`config.mk`:
```
export PLATFORM = sky130hd
export DESIGN_NAME = count_tick_ctrl
export DESIGN_NICKNAME = d
export VERILOG_FILES = /design/src/rtl/count_tick_ctrl.sv
export SDC_FILE = /design/constraint.sdc
export NUM_CORES = 1
export LEC_CHECK = 0
export CAP_MARGIN = 20
export CORE_UTILIZATION = 61
export DETAILED_ROUTE_END_ITERATION = 6
export HOLD_SLACK_MARGIN = 0.02
export PLACE_DENSITY = 0.78
export SKIP_CTS_REPAIR_TIMING = 1
export SLEW_MARGIN = 20
export SYNTH_ARGS = -nofsm -noshare
export SYNTH_HDL_FRONTEND = slang
export SYNTH_SLANG_ARGS = --single-unit
```
`constraint.sdc`:
```
create_clock -name clk -period 5.9 [get_ports clk]
set_clock_uncertainty 0.15 [all_clocks]
set_input_delay 1.18 -clock clk [delete_from_list [all_inputs] [get_ports clk]]
set_output_delay 1.18 -clock clk [all_outputs]
set_load 0.01 [all_outputs]
```
`src/rtl/count_tick_ctrl.sv`:
```
// rtl/count_tick_ctrl.sv - push-button run/pause/step/rate sequencer producing a one-cycle count-enable tick
module count_tick_ctrl #(
    parameter int DIV0      = 2_500_000,
    parameter int DIV1      = 5_000_000,
    parameter int DIV2      = 10_000_000,
    parameter int DIV3      = 25_000_000,
    parameter int DB_CYCLES = 1_000_000,
    parameter int CNT_W     = 27
) (
    input  logic       clk,
    input  logic       rst,
    input  logic       btn_run,
    input  logic       btn_step,
    input  logic       btn_rate,
    output logic       tick,
    output logic [1:0] state,
    output logic [1:0] rate_sel
);

    localparam int DB_W = $clog2(DB_CYCLES);

    typedef enum logic [1:0] {
        S_IDLE  = 2'b00,
        S_RUN   = 2'b01,
        S_PAUSE = 2'b10,
        S_STEP  = 2'b11
    } state_t;

    state_t             cur_state;
    state_t             next_state;
    logic [2:0]         btn_raw;
    logic [2:0]         sync_a;
    logic [2:0]         sync_b;
    logic [2:0]         db;
    logic [2:0]         db_d;
    logic [2:0]         press;
    logic [DB_W-1:0]    db_cnt [3];
    logic               run_press;
    logic               step_press;
    logic               rate_press;
    logic [CNT_W-1:0]   div_cnt;
    logic [CNT_W-1:0]   div_nxt;
    logic [CNT_W-1:0]   div_last;
    logic               tick_nxt;
    logic [1:0]         rate_nxt;

    // Bit 0 run, bit 1 step, bit 2 rate; each lane is conditioned independently.
    assign btn_raw = {btn_rate, btn_step, btn_run};

    always_ff @(posedge clk) begin
        if (rst) begin
            sync_a <= '0;
            sync_b <= '0;
            db     <= '0;
            db_d   <= '0;
            for (int i = 0; i < 3; i++) begin
                db_cnt[i] <= '0;
            end
        end else begin
            sync_a <= btn_raw;
            sync_b <= sync_a;
            db_d   <= db;
            for (int i = 0; i < 3; i++) begin
                if (sync_b[i] != db[i]) begin
                    if (db_cnt[i] == DB_W'(DB_CYCLES - 1)) begin
                        db[i]     <= sync_b[i];
                        db_cnt[i] <= '0;
                    end else begin
                        db_cnt[i] <= db_cnt[i] + 1'b1;
                    end
                end else begin
                    db_cnt[i] <= '0;
                end
            end
        end
    end

    assign press      = db & ~db_d;
    assign run_press  = press[0];
    assign step_press = press[1];
    assign rate_press = press[2];

    always_comb begin
        div_last = CNT_W'(DIV1 - 1);
        case (rate_sel)
            2'd0:    div_last = CNT_W'(DIV0 - 1);
            2'd1:    div_last = CNT_W'(DIV1 - 1);
            2'd2:    div_last = CNT_W'(DIV2 - 1);
            default: div_last = CNT_W'(DIV3 - 1);
        endcase
    end

    always_comb begin
        next_state = cur_state;
        case (cur_state)
            S_IDLE, S_PAUSE: begin
                if (run_press) begin
                    next_state = S_RUN;
                end else if (step_press) begin
                    next_state = S_STEP;
                end
            end
            S_RUN: begin
                if (run_press) begin
                    next_state = S_PAUSE;
                end
            end
            S_STEP:  next_state = S_PAUSE;
            default: next_state = S_IDLE;
        endcase
    end

    // A rate change restarts the period and swallows a coinciding terminal-count tick,
    // but the step tick is applied last so it always fires.
    always_comb begin
        div_nxt  = div_cnt;
        tick_nxt = 1'b0;
        rate_nxt = rate_sel;
        if (cur_state == S_RUN) begin
            if (div_cnt == div_last) begin
                div_nxt  = '0;
                tick_nxt = 1'b1;
            end else begin
                div_nxt = div_cnt + 1'b1;
            end
        end
        if (rate_press) begin
            div_nxt  = '0;
            tick_nxt = 1'b0;
            rate_nxt = rate_sel + 2'd1;
        end
        if (next_state == S_STEP) begin
            tick_nxt = 1'b1;
        end
    end

    always_ff @(posedge clk) begin
        if (rst) begin
            cur_state <= S_IDLE;
            rate_sel  <= 2'd1;
            div_cnt   <= '0;
            tick      <= 1'b0;
        end else begin
            cur_state <= next_state;
            rate_sel  <= rate_nxt;
            div_cnt   <= div_nxt;
            tick      <= tick_nxt;
        end
    end

    assign state = cur_state;

endmodule

```
After elaboration in Yosys (flattened, before gate mapping)
Memories as Yosys holds them, arrays and structs flattened.
Index checks and enable logic that the tools add are counted.
{ "classes": {"addsub": 5, "eq_ne": 13, "mux": 54, "bitwise_logic": 11, "n_reduce_logical": 7} }
{ "op_table": {"columns": ["operator", "n"], "rows": [
  ["$mux W20", 9],
  ["$pmux W25 S3", 1],
  ["$add A20 B1 Y20 const B", 3],
  ["$eq A20 B20 Y1 const B", 3],
  ["$mux W1", 39],
  ["$add A27 B1 Y27 const B", 1],
  ["$eq A27 B27 Y1", 1],
  ["$mux W27", 1],
  ["$or A1 B1 Y1", 9],
  ["$eq A2 B2 Y1 const B", 4],
  ["$mux W2", 3],
  ["$pmux W2 S3", 1],
  ["$reduce_and A2 Y1", 3],
  ["$eq A2 B1 Y1 const B", 2],
  ["$logic_not A2 Y1", 2],
  ["$reduce_or A2 Y1", 2],
  ["$and A3 B3 Y3", 1],
  ["$ne A1 B1 Y1", 3],
  ["$not A3 Y3", 1],
  ["$add A2 B1 Y2 const B", 1]
]} }
{ "totals": {"regBits": 44, "mem_bits_rw": 60, "input_bits": 5, "word_cells": 101, "mem_count": 1} }
{ "memory_table": {"columns": ["memory", "words", "word_bits", "rd", "rd_clocked_by_memory_dff", "write_ports", "line", "rtl"], "rows": [
  ["db_cnt", 3, 20, 3, 0, 3, "37", "logic [DB_W-1:0] db_cnt [3];"]
]} }

Depth between registers and ports, before layout
An unclocked memory read counts as a cell.
{ "depth": {"ltp_word": 9, "ltp_mapped": 8, "ltp_nobuf": 7} }

Least setup slack after synthesis
No wires, ideal clock.
{ "synth_timing": {"path_type": "register to register", "from": "register rate_sel[0]", "to": "register div_cnt[18]", "setup_ns": 0.115, "arrival_time_ns": 2.225, "required_time_ns": 5.635, "setup_slack_ns": 3.411, "stages_incl_launch_ff": 9, "period_less_slack_ns": 2.489, "cell_sequence": "dfxtp_1 > inv_1 > ha_1 > or3b_2 > a22oi_1 > o2111ai_1 > o31ai_4 > buf_6 > nor2_1"} }
{ "synth_between": {"elab_chain_cells": 4} }
{ "synth_lines": {"columns": ["element", "line", "rtl"], "rows": [
  ["start, declared", "17", "output logic [1:0] rate_sel"],
  ["start signal, assigned", "145", "rate_sel <= rate_nxt;"],
  ["$eq A2 B2 Y1 (tied with other cells)", "85", "case (rate_sel)"],
  ["$pmux W25 S3 (*)", "85", null],
  ["$eq A27 B27 Y1 (*)", "120", "if (div_cnt == div_last) begin"],
  ["$mux W27 (*)", "120", null],
  ["end signal, assigned", "146", "div_cnt <= div_nxt;"],
  ["end, declared", "41", "logic [CNT_W-1:0] div_cnt;"]
]} }
Mark *: on every way between the ends. The rest lies on a longest branch, timed or not.
A chain may end at the register's enable or synchronous reset.

Worst setup path after layout
{ "layout_timing": {"from": "register rate_sel[0]", "to": "register div_cnt[19]"} }
Same word-level chain as after synthesis.

==> run_results.csv <==
group,metric,value,unit
yosys,synth_cell_types,46,
route,wl_per_cell,12.91,um
placement,gp_congestion,0.8046,
timing,tightest_slew,931.2,ps
yosys,synth_area,5318,um2
yosys,synth-seq-cells,104,
cts,insertion_delay,360,ps
power,internal_power,999.1,uW
route,vias_per_cell,5.356,
route,drtPass1Iterations,5,
grt,grt_first_pass_wirelength,15820,um
floorplan,core_area,8341,um2
yosys,synth_top_area_share,0.3388,
finish,stdcell_count,714,
timing,min_period_over_period,0.5311,
power,p_leak,2.096,nW
yosys,synth_ff_type,"edfxtp_1",
cts,cts_tree,"done",
worst_setup_path,worstPathArrival,3200,ps
finish,fillers,657,
grt,grt_max_degree,24,
cts,cts_max_level,3,
run,cap_violations,0,
timing,maxSlewViolCount,0,
grt,grt_overflow,0,
placement,io_buffers,9,
worst_setup_path,cp_top_family,"compound AO/OA/AOI/OAI gates",
power,vdd_drop_max,0.1376,mV
placement,dp_hpwl,6619,um
grt,antenna_found_initial,0,
yosys,synthTopCellsByArea,"edfxtp_1 (34%), dfxtp_1 (17%), xor2_1 (8.4%)",
cts,root_buffer,"clkbuf_8",
timing,max_freq,319.1,MHz
yosys,synth_top_family_by_area,"simple AND/OR/NAND/NOR gates",
placement,post-place-cells,698,
cts,clockBufferDepth,2,
finish,drive_above_1_share,0.04598,
cts,cts_num_sinks,104,
yosys,yosys_warnings,0,
yosys,muxShareOfSynthArea,0.009412,
floorplan,fp.dieH,95.37,um
finish,antenna_cells,0,
route,vias,3824,
floorplan,start_util,0.6376,
timing,hold_viol_final,0,
yosys,syn_area_per_cell,9.902,um2
power,switching_share,0.2209,
yosys,yosysTopAreaCell,"edfxtp_1",
power,p_sw,283.3,uW
yosys,synth_edf_count,60,
worst_setup_path,critPathLaunchType,"flip-flop",
yosys,ys_seq_area_frac,0.5045,
timing,rsz0062_at_grt,"no",
yosys,synth_fa_ha_area_frac,0.02353,
worst_setup_path,r2r_setup_slack,2770,ps
timing,relSlewSlack,0.3792,
power,p_total,1.282,mW
finish,final_nets,619,
power,combPwrFrac,0.035,
route,drt_iter0_markers,158,
grt,grt_pass1_vias,3621,
worst_setup_path,worstPathMaxFanout,23,
timing,final.min_clock_period,3134,ps
worst_setup_path,slowest_delay,810,ps
timing,setup_viol,0,
floorplan,io_pins,10,
hold_path,worstHoldPathType,"reg -> reg",
worst_setup_path,worst-path-buf-inv,1,
route,antenna_left,0,
floorplan,rows,33,
finish,syn_to_final_growth,10.78,%
power,power_per_cell_area,217.7,nW/um2
worst_setup_path,cp_data_required_time,5960,ps
yosys,ys_async_sr_fraction,0,
yosys,netlist_instances,537,
floorplan,die_x,95.37,um
yosys,synthSimpleGateAreaFrac,0.2772,
power,pwr-share-clk,0.337,
route,drt-total-wl,9215,um
worst_setup_path,crit_type,"reg -> reg",
yosys,synth_xor_area_frac,0.1416,
worst_setup_path,crit_path_top_delay_cell,"o31ai_4",
worst_setup_path,cp_cell_sequence,"inv_1, ha_1, or3b_2, a22oi_1, o2111ai_1, o31ai_4, nor2_1",
grt,track_usage,0.2240,
cts,clk_pin_slew,90,ps
route,drc,0,
power,power_frac_seq,0.628,
cts,cts_made_buffers,9,
yosys,synth_compound_area_frac,0.02259,
floorplan,dieArea,9094,um2
timing,tns,0,ps
run_status,status,"complete, no violations",
worst_setup_path,endpoint_kind,"flip-flop",
-- path summary, 6_finish.rpt --
kind | start | end | cells after the start
max | rate_sel[0]$_SDFFE_PP1P_ | div_cnt[19]$_SDFFE_PP0P_ | 7
min | sync_a[0]$_SDFF_PP0_ | sync_b[0]$_SDFF_PP0_ | 1
max reg2reg | rate_sel[0]$_SDFFE_PP1P_ | div_cnt[19]$_SDFFE_PP0P_ | 7
min reg2reg | sync_a[0]$_SDFF_PP0_ | sync_b[0]$_SDFF_PP0_ | 1
-- cell type report --
class | count | area [um2] | area share
clock buffer | 13 | 171.4 | 0.02910
tap | 105 | 131.4 | 0.02230
clock inverter | 3 | 22.52 | 0.003823
multi-input combinational | 469 | 2748 | 0.4664
inverter | 10 | 37.54 | 0.006372
timing repair buffer | 10 | 97.59 | 0.01657
sequential | 104 | 2683 | 0.4554
-- logic make-up (layout without fill, tap and decap cells) --
family,Yosys count,after routing
AO/OA/AOI/OAI,15,15
XOR/XNOR,86,86
adder cells (fa/ha/maj),10,10
buffers and inverters,23,36
flip-flops,104,104
multiplexers,5,5
other,1,60
AND/OR/NAND/NOR,293,293
-- registers in the layout (all words and copies together) (netlist names) --
name / count
db_cnt: 60
div_cnt: 27
db: 3
db_d: 3
sync_a: 3
sync_b: 3
rate_sel: 2
state: 2
tick: 1
-- power by group through the flow --
stage / Combinational [mW] / Clock (mW) / Sequential (mW)
after floorplan: 0.0377 / 0 / 0.816
after global placement: 0.0427 / 0 / 0.820
after detailed placement: 0.0435 / 0 / 0.821
after CTS: 0.0438 / 0.443 / 0.805
after global routing: 0.0512 / 0.469 / 0.808
final: 0.0448 / 0.432 / 0.805
-- worst register-to-register path, cell delays in order, from the launching register on --
cell       delay, ps
dfxtp_1          520
inv_1            150
ha_1             380
or3b_2           460
a22oi_1          160
o2111ai_1        220
o31ai_4          810
nor2_1           140
-- through the flow --
step / area, um2 / hold WS, ps / worst slack [ps] / utilization
2_1_floorplan: 5539 / 263.8 / 3411 / -
3_3_place_gp: 5697 / 268.9 / 2626 / 0.6830
3_5_place_dp: 5697 / 277.0 / 2566 / 0.6830
4_1_cts: 5891 / 303.7 / 2758 / 0.7063
5_1_grt: 5891 / 311.4 / 2610 / 0.7063
6_report: 5891 / 297.2 / 2766 / 0.7063
-- layer usage --
layer,part of all wire,wire [um],vias to the layer above,track usage
met2,0.48,4398,72,0.3637
met5,0,0,-,0
li1,-,-,1952,-
met1,0.47,4292,1781,0.2865
met3,0.039,356,19,0.05343
met4,0.018,167,0,0.09217
-- cell usage after synthesis, types with 2 or more instances --
| library cell | number |
|---|---|
| a21oi_1 | 5 |
| and2_1 | 2 |
| and3_1 | 16 |
| and4_1 | 5 |
| and4bb_2 | 2 |
| buf_2 | 3 |
| buf_6 | 2 |
| clkbuf_1 | 7 |
| dfxtp_1 | 44 |
| edfxtp_1 | 60 |
| ha_1 | 10 |
| inv_1 | 10 |
| mux2i_1 | 5 |
| nand2_1 | 26 |
| nand2b_1 | 3 |
| nand3_1 | 34 |
| nand3b_1 | 4 |
| nand4_1 | 26 |
| nand4b_1 | 2 |
| nor2_1 | 118 |
| nor2b_1 | 11 |
| nor3_1 | 14 |
| nor4_1 | 10 |
| nor4b_1 | 5 |
| o2111ai_1 | 2 |
| or2_2 | 3 |
| or3_1 | 5 |
| xnor2_1 | 35 |
| xor2_1 | 51 |
-- cell usage in the layout (no fill, tap or decap), types with 3 or more instances in the layout --
| master | netlist | final |
|---|---|---|
| xnor2_1 | 35 | 35 |
| nor4_1 | 10 | 10 |
| nand4_1 | 26 | 26 |
| nor3_1 | 14 | 14 |
| inv_1 | 10 | 10 |
| xor2_1 | 51 | 51 |
| nand2b_1 | 3 | 3 |
| nor2_1 | 118 | 118 |
| a21oi_1 | 5 | 5 |
| edfxtp_1 | 60 | 60 |
| nor2b_1 | 11 | 11 |
| clkdlybuf4s50_1 | 0 | 9 |
| nand3_1 | 34 | 34 |
| nand3b_1 | 4 | 4 |
| ha_1 | 10 | 10 |
| and3_1 | 16 | 16 |
| or2_2 | 3 | 3 |
| conb_1 | 1 | 60 |
| clkbuf_8 | 0 | 10 |
| and4_1 | 5 | 5 |
| nor4b_1 | 5 | 5 |
| mux2i_1 | 5 | 5 |
| or3_1 | 5 | 5 |
| dfxtp_1 | 44 | 44 |
| nand2_1 | 26 | 26 |
No activity file was read; power rests on OpenSTA's default activity.
